--- src/rtl/stream_cap_pkg.sv ---
// Shared definitions for the stream capture block: FSM encodings and default word width.
package stream_cap_pkg;

   localparam int DATA_W_DEF = 16;

   typedef enum logic [1:0] {
      ST_IDLE    = 2'd0,
      ST_CAPTURE = 2'd1,
      ST_DRAIN   = 2'd2
   } state_e;

endpackage

--- src/rtl/stream_capture_sync_fifo.sv ---
// Synchronous first-word-fall-through FIFO. Callers qualify push/pop; count never wraps.
module sync_fifo #(
   parameter  int DEPTH  = 8,
   parameter  int DATA_W = 16,
   localparam int AW     = $clog2(DEPTH),
   localparam int CW     = AW + 1
) (
   input  logic              clk_i,
   input  logic              rst_ni,
   input  logic              push_i,
   input  logic              pop_i,
   input  logic [DATA_W-1:0] wdata_i,
   output logic [DATA_W-1:0] rdata_o,
   output logic [CW-1:0]     count_o
);

   logic [DATA_W-1:0] mem_q [DEPTH];
   logic [AW-1:0]     wr_ptr_q, rd_ptr_q;
   logic [CW-1:0]     count_q, count_d;

   assign count_d = count_q + CW'(push_i) - CW'(pop_i);

   always_ff @(posedge clk_i or negedge rst_ni) begin
      if (!rst_ni) begin
         wr_ptr_q <= '0;
         rd_ptr_q <= '0;
         count_q  <= '0;
      end else begin
         if (push_i) wr_ptr_q <= wr_ptr_q + 1'b1;
         if (pop_i)  rd_ptr_q <= rd_ptr_q + 1'b1;
         count_q <= count_d;
      end
   end

   // Storage needs no reset: the head is masked to zero while empty.
   always_ff @(posedge clk_i) begin
      if (push_i) mem_q[wr_ptr_q] <= wdata_i;
   end

   assign rdata_o = (count_q != '0) ? mem_q[rd_ptr_q] : '0;
   assign count_o = count_q;

endmodule

--- src/rtl/stream_capture.sv ---
// Capture front end: grants enable to a producer, buffers its words in a FIFO and
// replays them downstream over ready/valid, flagging any word lost to a full FIFO.
module stream_capture
   import stream_cap_pkg::*;
#(
   parameter  int DEPTH  = 8,
   parameter  int DATA_W = DATA_W_DEF,
   localparam int CW     = $clog2(DEPTH) + 1
) (
   input  logic              clk,
   input  logic              rst,
   input  logic              start,
   input  logic              stop,
   output logic              in_en,
   input  logic              in_valid,
   input  logic [DATA_W-1:0] in_data,
   output logic              out_valid,
   output logic [DATA_W-1:0] out_data,
   input  logic              out_ready,
   output logic [CW-1:0]     count,
   output logic              overflow,
   output logic              busy
);

   state_e        state_q, state_d;
   logic          in_en_q, in_en_d;
   logic          ovf_q, ovf_d;
   logic [CW-1:0] cnt, cnt_nxt;
   logic          active, full, pop, push, drop, start_acc;

   assign active    = (state_q == ST_CAPTURE) || (state_q == ST_DRAIN);
   assign full      = (cnt == CW'(DEPTH));
   assign pop       = out_valid && out_ready;
   assign push      = active && in_valid && (!full || pop);
   assign drop      = active && in_valid && full && !pop;
   assign start_acc = (state_q == ST_IDLE) && start;
   assign cnt_nxt   = cnt + CW'(push) - CW'(pop);

   always_comb begin
      state_d = state_q;
      unique case (state_q)
         ST_IDLE:    if (start) state_d = ST_CAPTURE;
         ST_CAPTURE: if (stop)  state_d = ST_DRAIN;
         ST_DRAIN:   if (cnt == '0 && !push) state_d = ST_IDLE;
         default:    state_d = ST_IDLE;
      endcase
      // One slot stays free for the word the producer may already have in flight.
      in_en_d = (state_d == ST_CAPTURE) && (cnt_nxt <= CW'(DEPTH - 2));
      ovf_d   = start_acc ? 1'b0 : (ovf_q | drop);
   end

   always_ff @(posedge clk or negedge rst) begin
      if (!rst) begin
         state_q <= ST_IDLE;
         in_en_q <= 1'b0;
         ovf_q   <= 1'b0;
      end else begin
         state_q <= state_d;
         in_en_q <= in_en_d;
         ovf_q   <= ovf_d;
      end
   end

   sync_fifo #(.DEPTH(DEPTH), .DATA_W(DATA_W)) u_fifo (
      .clk_i   (clk),
      .rst_ni  (rst),
      .push_i  (push),
      .pop_i   (pop),
      .wdata_i (in_data),
      .rdata_o (out_data),
      .count_o (cnt)
   );

   assign in_en     = in_en_q;
   assign overflow  = ovf_q;
   assign busy      = (state_q != ST_IDLE);
   assign out_valid = (cnt != '0);
   assign count     = cnt;

endmodule

--- config.mk ---
export PLATFORM = sky130hd
export DESIGN_NAME = stream_capture
export DESIGN_NICKNAME = d
export VERILOG_FILES = /design/src/rtl/stream_cap_pkg.sv /design/src/rtl/stream_capture_sync_fifo.sv /design/src/rtl/stream_capture.sv
export SDC_FILE = /design/constraint.sdc
export NUM_CORES = 1
export LEC_CHECK = 0
export BUFFER_PORTS_ARGS = -buffer_cell sky130_fd_sc_hd__buf_4
export CAP_MARGIN = 5
export CORE_ASPECT_RATIO = 1.1
export CORE_MARGIN = 2
export CORE_UTILIZATION = 55
export CTS_BUF_LIST = sky130_fd_sc_hd__clkbuf_8
export DETAILED_ROUTE_END_ITERATION = 8
export PLACE_DENSITY = 0.8
export SLEW_MARGIN = 20
export SYNTH_ARGS = -nofsm -noshare
export SYNTH_HDL_FRONTEND = slang
export SYNTH_HIERARCHICAL = 1
export SYNTH_SLANG_ARGS = --single-unit
--- constraint.sdc ---
create_clock -name clk -period 7.3 [get_ports clk]
set_input_delay 1.46 -clock clk [delete_from_list [all_inputs] [get_ports clk]]
set_output_delay 1.46 -clock clk [all_outputs]
set_load 0.02 [all_outputs]
# Yosys cells after proc, flatten, opt, wreduce, memory -nomap -nowiden
# Memories as Yosys holds them, arrays and structs flattened.
# Index checks and enable logic that the tools add are counted.
# word_totals
reg_bits,14
ram_bits,128
inputBits,22
out_inout_bits,24
wordCells,42
memories,1
# memory_table
memory,words,width,read_ports,rd_ports_with_merged_regs,write_ports,line_no,rtl
u_fifo.mem_q,8,16,1,0,1,stream_capture_sync_fifo.sv:17,logic [DATA_W-1:0] mem_q [DEPTH];
# op_classes
addsub,4
magnitude_cmp,1
n_eq_ne,4
n_mux,8
n_bitwise,1
reduce_logical,17
# op_table
cell,count
$mux 16,1
$logic_and 1x1->1,8
$add 3x1->3 const B,2
$mux 2,3
$pmux 2 s3,1
$add 4x1->4,1
$eq 2x1->1 const B,2
$eq 4x4->1 const B,1
$le 4x3->1 const B,1
$logic_not 4->1,1
$reduce_bool 4->1,1
$sub 4x1->4,1
$logic_not 1->1,3
$mux 1,3
$eq 2x2->1 const B,1
$logic_not 2->1,1
$logic_or 1x1->1,2
$reduce_bool 2->1,1
$or 1x1->1,1

# Logic depth before layout (Yosys ltp)
# depth
ltp_word,10
mapped_depth,13
ltp_nobuf,13

# Cells and area by module
# The synthesis kept the hierarchy.
# by_module_without_submodules
mod,n_inst,cells_each,area_each_um2,seq_area_each_um2
sync_fifo,1,240,5411.4,4093.9
stream_capture,1,49,465.4,100.1

# Least setup slack after synthesis
# OpenSTA, ideal clock, no wires.
# synth_path
kind,input to register
from,input out_ready
to,"memory u_fifo.mem_q[0][0], enable pin"
setup_ps,409
arrival_ps,3101
required_time_ps,6891
setup_slack_ps,3790
path_stages,6
n_path_buf,0
cell_sequence,nand2b_1 -> nand3_1 -> nand3_1 -> inv_1 -> nand2b_1 -> nor3_1
# synth_between
elab_chain_len,5
# synth_lines
item,line_no,rtl
from (decl),stream_capture.sv:19,"input logic out_ready,"
$logic_and 1x1->1,stream_capture.sv:33,assign pop = out_valid && out_ready;
$logic_or 1x1->1,stream_capture.sv:34,assign push = active && in_valid && (!full || pop);
$logic_and 1x1->1,stream_capture.sv:34,
net push,stream_capture.sv:29,"logic active, full, pop, push, drop, start_acc;"
$mux 1,stream_capture_sync_fifo.sv:37,if (push_i) mem_q[wr_ptr_q] <= wdata_i;
$mux 1 (not written as such),stream_capture_sync_fifo.sv:37,
to (decl),stream_capture_sync_fifo.sv:17,
# The timed path passes the listed nets, and every way through them passes these cells.

# Worst setup path after layout
# layout_path
from,register u_fifo.count_q[1] (netlist: u_fifo/count_o[1])
to,output out_data[8]
# layout_between
elab_chain_len,2
# layout_lines
item,line_no,rtl
from (decl),stream_capture_sync_fifo.sv:19,"logic [CW-1:0] count_q, count_d;"
from (signal assigned),stream_capture_sync_fifo.sv:31,count_q <= count_d;
$reduce_bool 4->1,stream_capture_sync_fifo.sv:40,assign rdata_o = (count_q != '0) ? mem_q[rd_ptr_q] : '0;
$mux 16,stream_capture_sync_fifo.sv:40,
to (decl),stream_capture.sv:18,"output logic [DATA_W-1:0] out_data,"
# No other way between the ends.

==> impl_results.md <==
* Power density over the cells at 411.3 mW/mm²
* R2R Path Start: u_fifo/count_o[2]
* NumNets Final at 394
* Synthesized Nets at 330
* Clk buf depth at 2
* Core ar. at 0.01039 mm²
* Vias in the first global route at 2991
* Area grow syn2layout at 15.75%
* Largest net degree at the start of global routing at 35
* Post-synth EDFFs at 128
* ANT nets after route at 0
* DR iter-0 viols at 275
* Cell count after synthesis at 289
* CP startpoint: u_fifo/count_o[1]
* Static Leakage at 2.492 nW
* Warnings from Yosys at 6
* Dpl ws at 3698 ps
* Top post-synthesis cells by area: edfxtp_1, mux4_1, mux4_2
* Hold Slack at 523.6 ps
* Relative slew slack at 0.3162
* Commonest cells post-synth: edfxtp_1, inv_1, ha_1, mux4_2, a22o_1
* CP required at 5840 ps
* Ys async rst share at 0.09859
* Clock sink count at 142
* Port bufs at 45
* RSZ-0062 raised after global routing: false
* PostCTS Resize Cnt at 0
* Status: finished clean
* Final cell count without fillers at 508
* Slowest-stage cell, CP: a21oi_2
* Total negative slack at 0 ps
* Die Footprint at 0.01153 mm²
* Skew-Pair Late Insertion Delay at 430 ps
* Routed wire length at 10700 µm
* Starting density of the core at 0.5654
* Share of the synthesized area in the top cell type at 0.6540
* Worst clock skew at 9.046 ps
* Area leader, netlist: edfxtp_1
* CTS Hold Bufs at 0
* Die width at 102.6 µm
* Main synth FF type: edfxtp_1
* Clock Tree Root: clkbuf_8
* Worst path bufs/invs at 1
* CP endpoint kind: output port
* Slack of the critical path at 3442 ps
* CTS clk-pin slew, worst paths at 70 ps
* Overflow after GRT at 0
* Worst path cell trace: nor2_1, a21oi_2, a22o_1, buf_4
* DR vias/cell at 5.699
* CP arrival at 2400 ps
* Proportion of layout cells with a drive suffix above 1 at 0.3041
* CTS tree: built
* DRC at 0
* Final-report setup violation count at 0
* # IOs at 46
* Average size of a mapped cell at 20.34 µm²
* TritonCTS Buffers at 17
* Drt pass-1 iters at 4
* WL per Instance at 21.06 µm
* Global-route wire length before repair at 16610 µm
* Cells after DPL at 477
* #FFs+latches synth at 142
* Largest delay share family, worst path: compound AO/OA/AOI/OAI gates
* CP startpoint kind: flip-flop
* Post-synthesis sequential area ratio at 0.7136
* Fin crit share at 0.5285
* Setup CP Type: flip-flop to output port
* Final core utilization at 0.6545
* Detailed placement HPWL at 6632 µm
* Max-Cap Viols at 0
* Post-Layout Inst Area at 0.006803 mm²
* Max frequency at 259.2 MHz
* Worst Hold Class: flip-flop to flip-flop
* Placed cell areas at 0.006391 mm²
* Via count at 2895
* Final hold viol count at 0
* Antenna violations before repair at 0
* Number of placement rows at 39
* Postcts setup bufs at 0
* Post-synth cell types at 35
* Max incr delay on CP at 790 ps
* Crit path max fanout at 16
* Die Span Y at 112.4 µm
* Final GP Congestion at 0.7466
* Power, Total at 2.798 mW
* Final min period at 3858 ps
* GRT Overall Usage at 0.2045
* Measured slew at the worst slew-check pin at 1026 ps
* Htree depth at 4
* Top-count cell post-synth: edfxtp_1
* Worst Hold Launch: u_fifo/rd_ptr_q[2]
* Pins Over Slew Limit at 0
* Mapped Area at 0.005877 mm²
* Peak supply drop at 0.1818 mV
* Ant. Diodes at 0
[cell families after synthesis]
group                      Yosys count  synth area share
AOI/OAI and AO/OA                   29           0.04002
xor gates and xnor gates             8           0.01192
adders and majority gates           19           0.04301
buffers and inverters               29           0.02725
DFF                                142            0.7136
muxes                               34            0.1360
and+or+nand+nor                     28           0.02810
[flip-flops by register name (all words and copies together) (netlist names)]
name	cells
in_en	1
overflow	1
state_q	2
u_fifo/count_o	4
u_fifo/mem_q	128
u_fifo/rd_ptr_q	3
u_fifo/wr_ptr_q	3
[where the power goes]
| group | internal [mW] | total, mW | switching [mW] |
|---|---|---|---|
| registers | 0.999 | 1.12 | 0.121 |
| logic | 0.503 | 1.04 | 0.534 |
| clock network | 0.364 | 0.640 | 0.276 |
[routing by layer]
metal / global-route usage / routed length (µm) / vias to the layer above
met5: 0 / 0 / -
met1: 0.2679 / 4345 / 1487
met3: 0.04545 / 488 / 21
li1: - / - / 1297
met2: 0.3303 / 5583 / 90
met4: 0.08978 / 283 / 0
[cells in the final DEF, fill, tap and decap left out, types with 3 or more instances in the layout]
| master | n |
|---|---|
| edfxtp_1 | 128 |
| buf_4 | 55 |
| inv_1 | 19 |
| ha_1 | 17 |
| clkbuf_8 | 17 |
| mux4_2 | 17 |
| a22o_1 | 16 |
| mux4_1 | 15 |
| dfrtp_1 | 13 |
| nor2_1 | 9 |
| a21oi_1 | 5 |
| xor2_1 | 5 |
| nand2_1 | 5 |
| nand2b_1 | 4 |
| clkinv_2 | 4 |
| bufinv_16 | 4 |
| clkinv_1 | 3 |
| xnor2_1 | 3 |
[cell type report]
| cell class | count | area, µm² |
|---|---|---|
| clock buffer | 17 | 234.0 |
| sequential | 142 | 4198 |
| tap | 143 | 178.9 |
| timing repair buffer | 55 | 412.9 |
| inverter | 19 | 71.32 |
| multi-input combinational | 118 | 1533 |
| fill | 687 | 3591 |
| clock inverter | 14 | 175.2 |
[worst paths after layout]
check / depth (start not counted) / slack [ps] / endpoint
min in group asynchronous: 1 / 870 / state_q[0]
hold reg to reg: 1 / 520 / u_fifo/rd_ptr_q[2]
setup reg to reg: 12 / 4320 / in_en
hold / removal: 1 / 520 / u_fifo/rd_ptr_q[2]
max in group asynchronous: 1 / 6220 / u_fifo/rd_ptr_q[0]
setup / recovery: 4 / 3440 / out_data[8]
[worst register-to-register path: stages, from the launching register on]
cell and delay (ps):
dfrtp_1 390, inv_1 120, ha_1 160, or3b_4 390
and2_2 260, ha_1 310, inv_1 60, ha_1 160
inv_1 60, fa_1 380, xor2_1 150, nor3b_1 330
nor4b_4 80
Power figures use the tool's default switching activity.
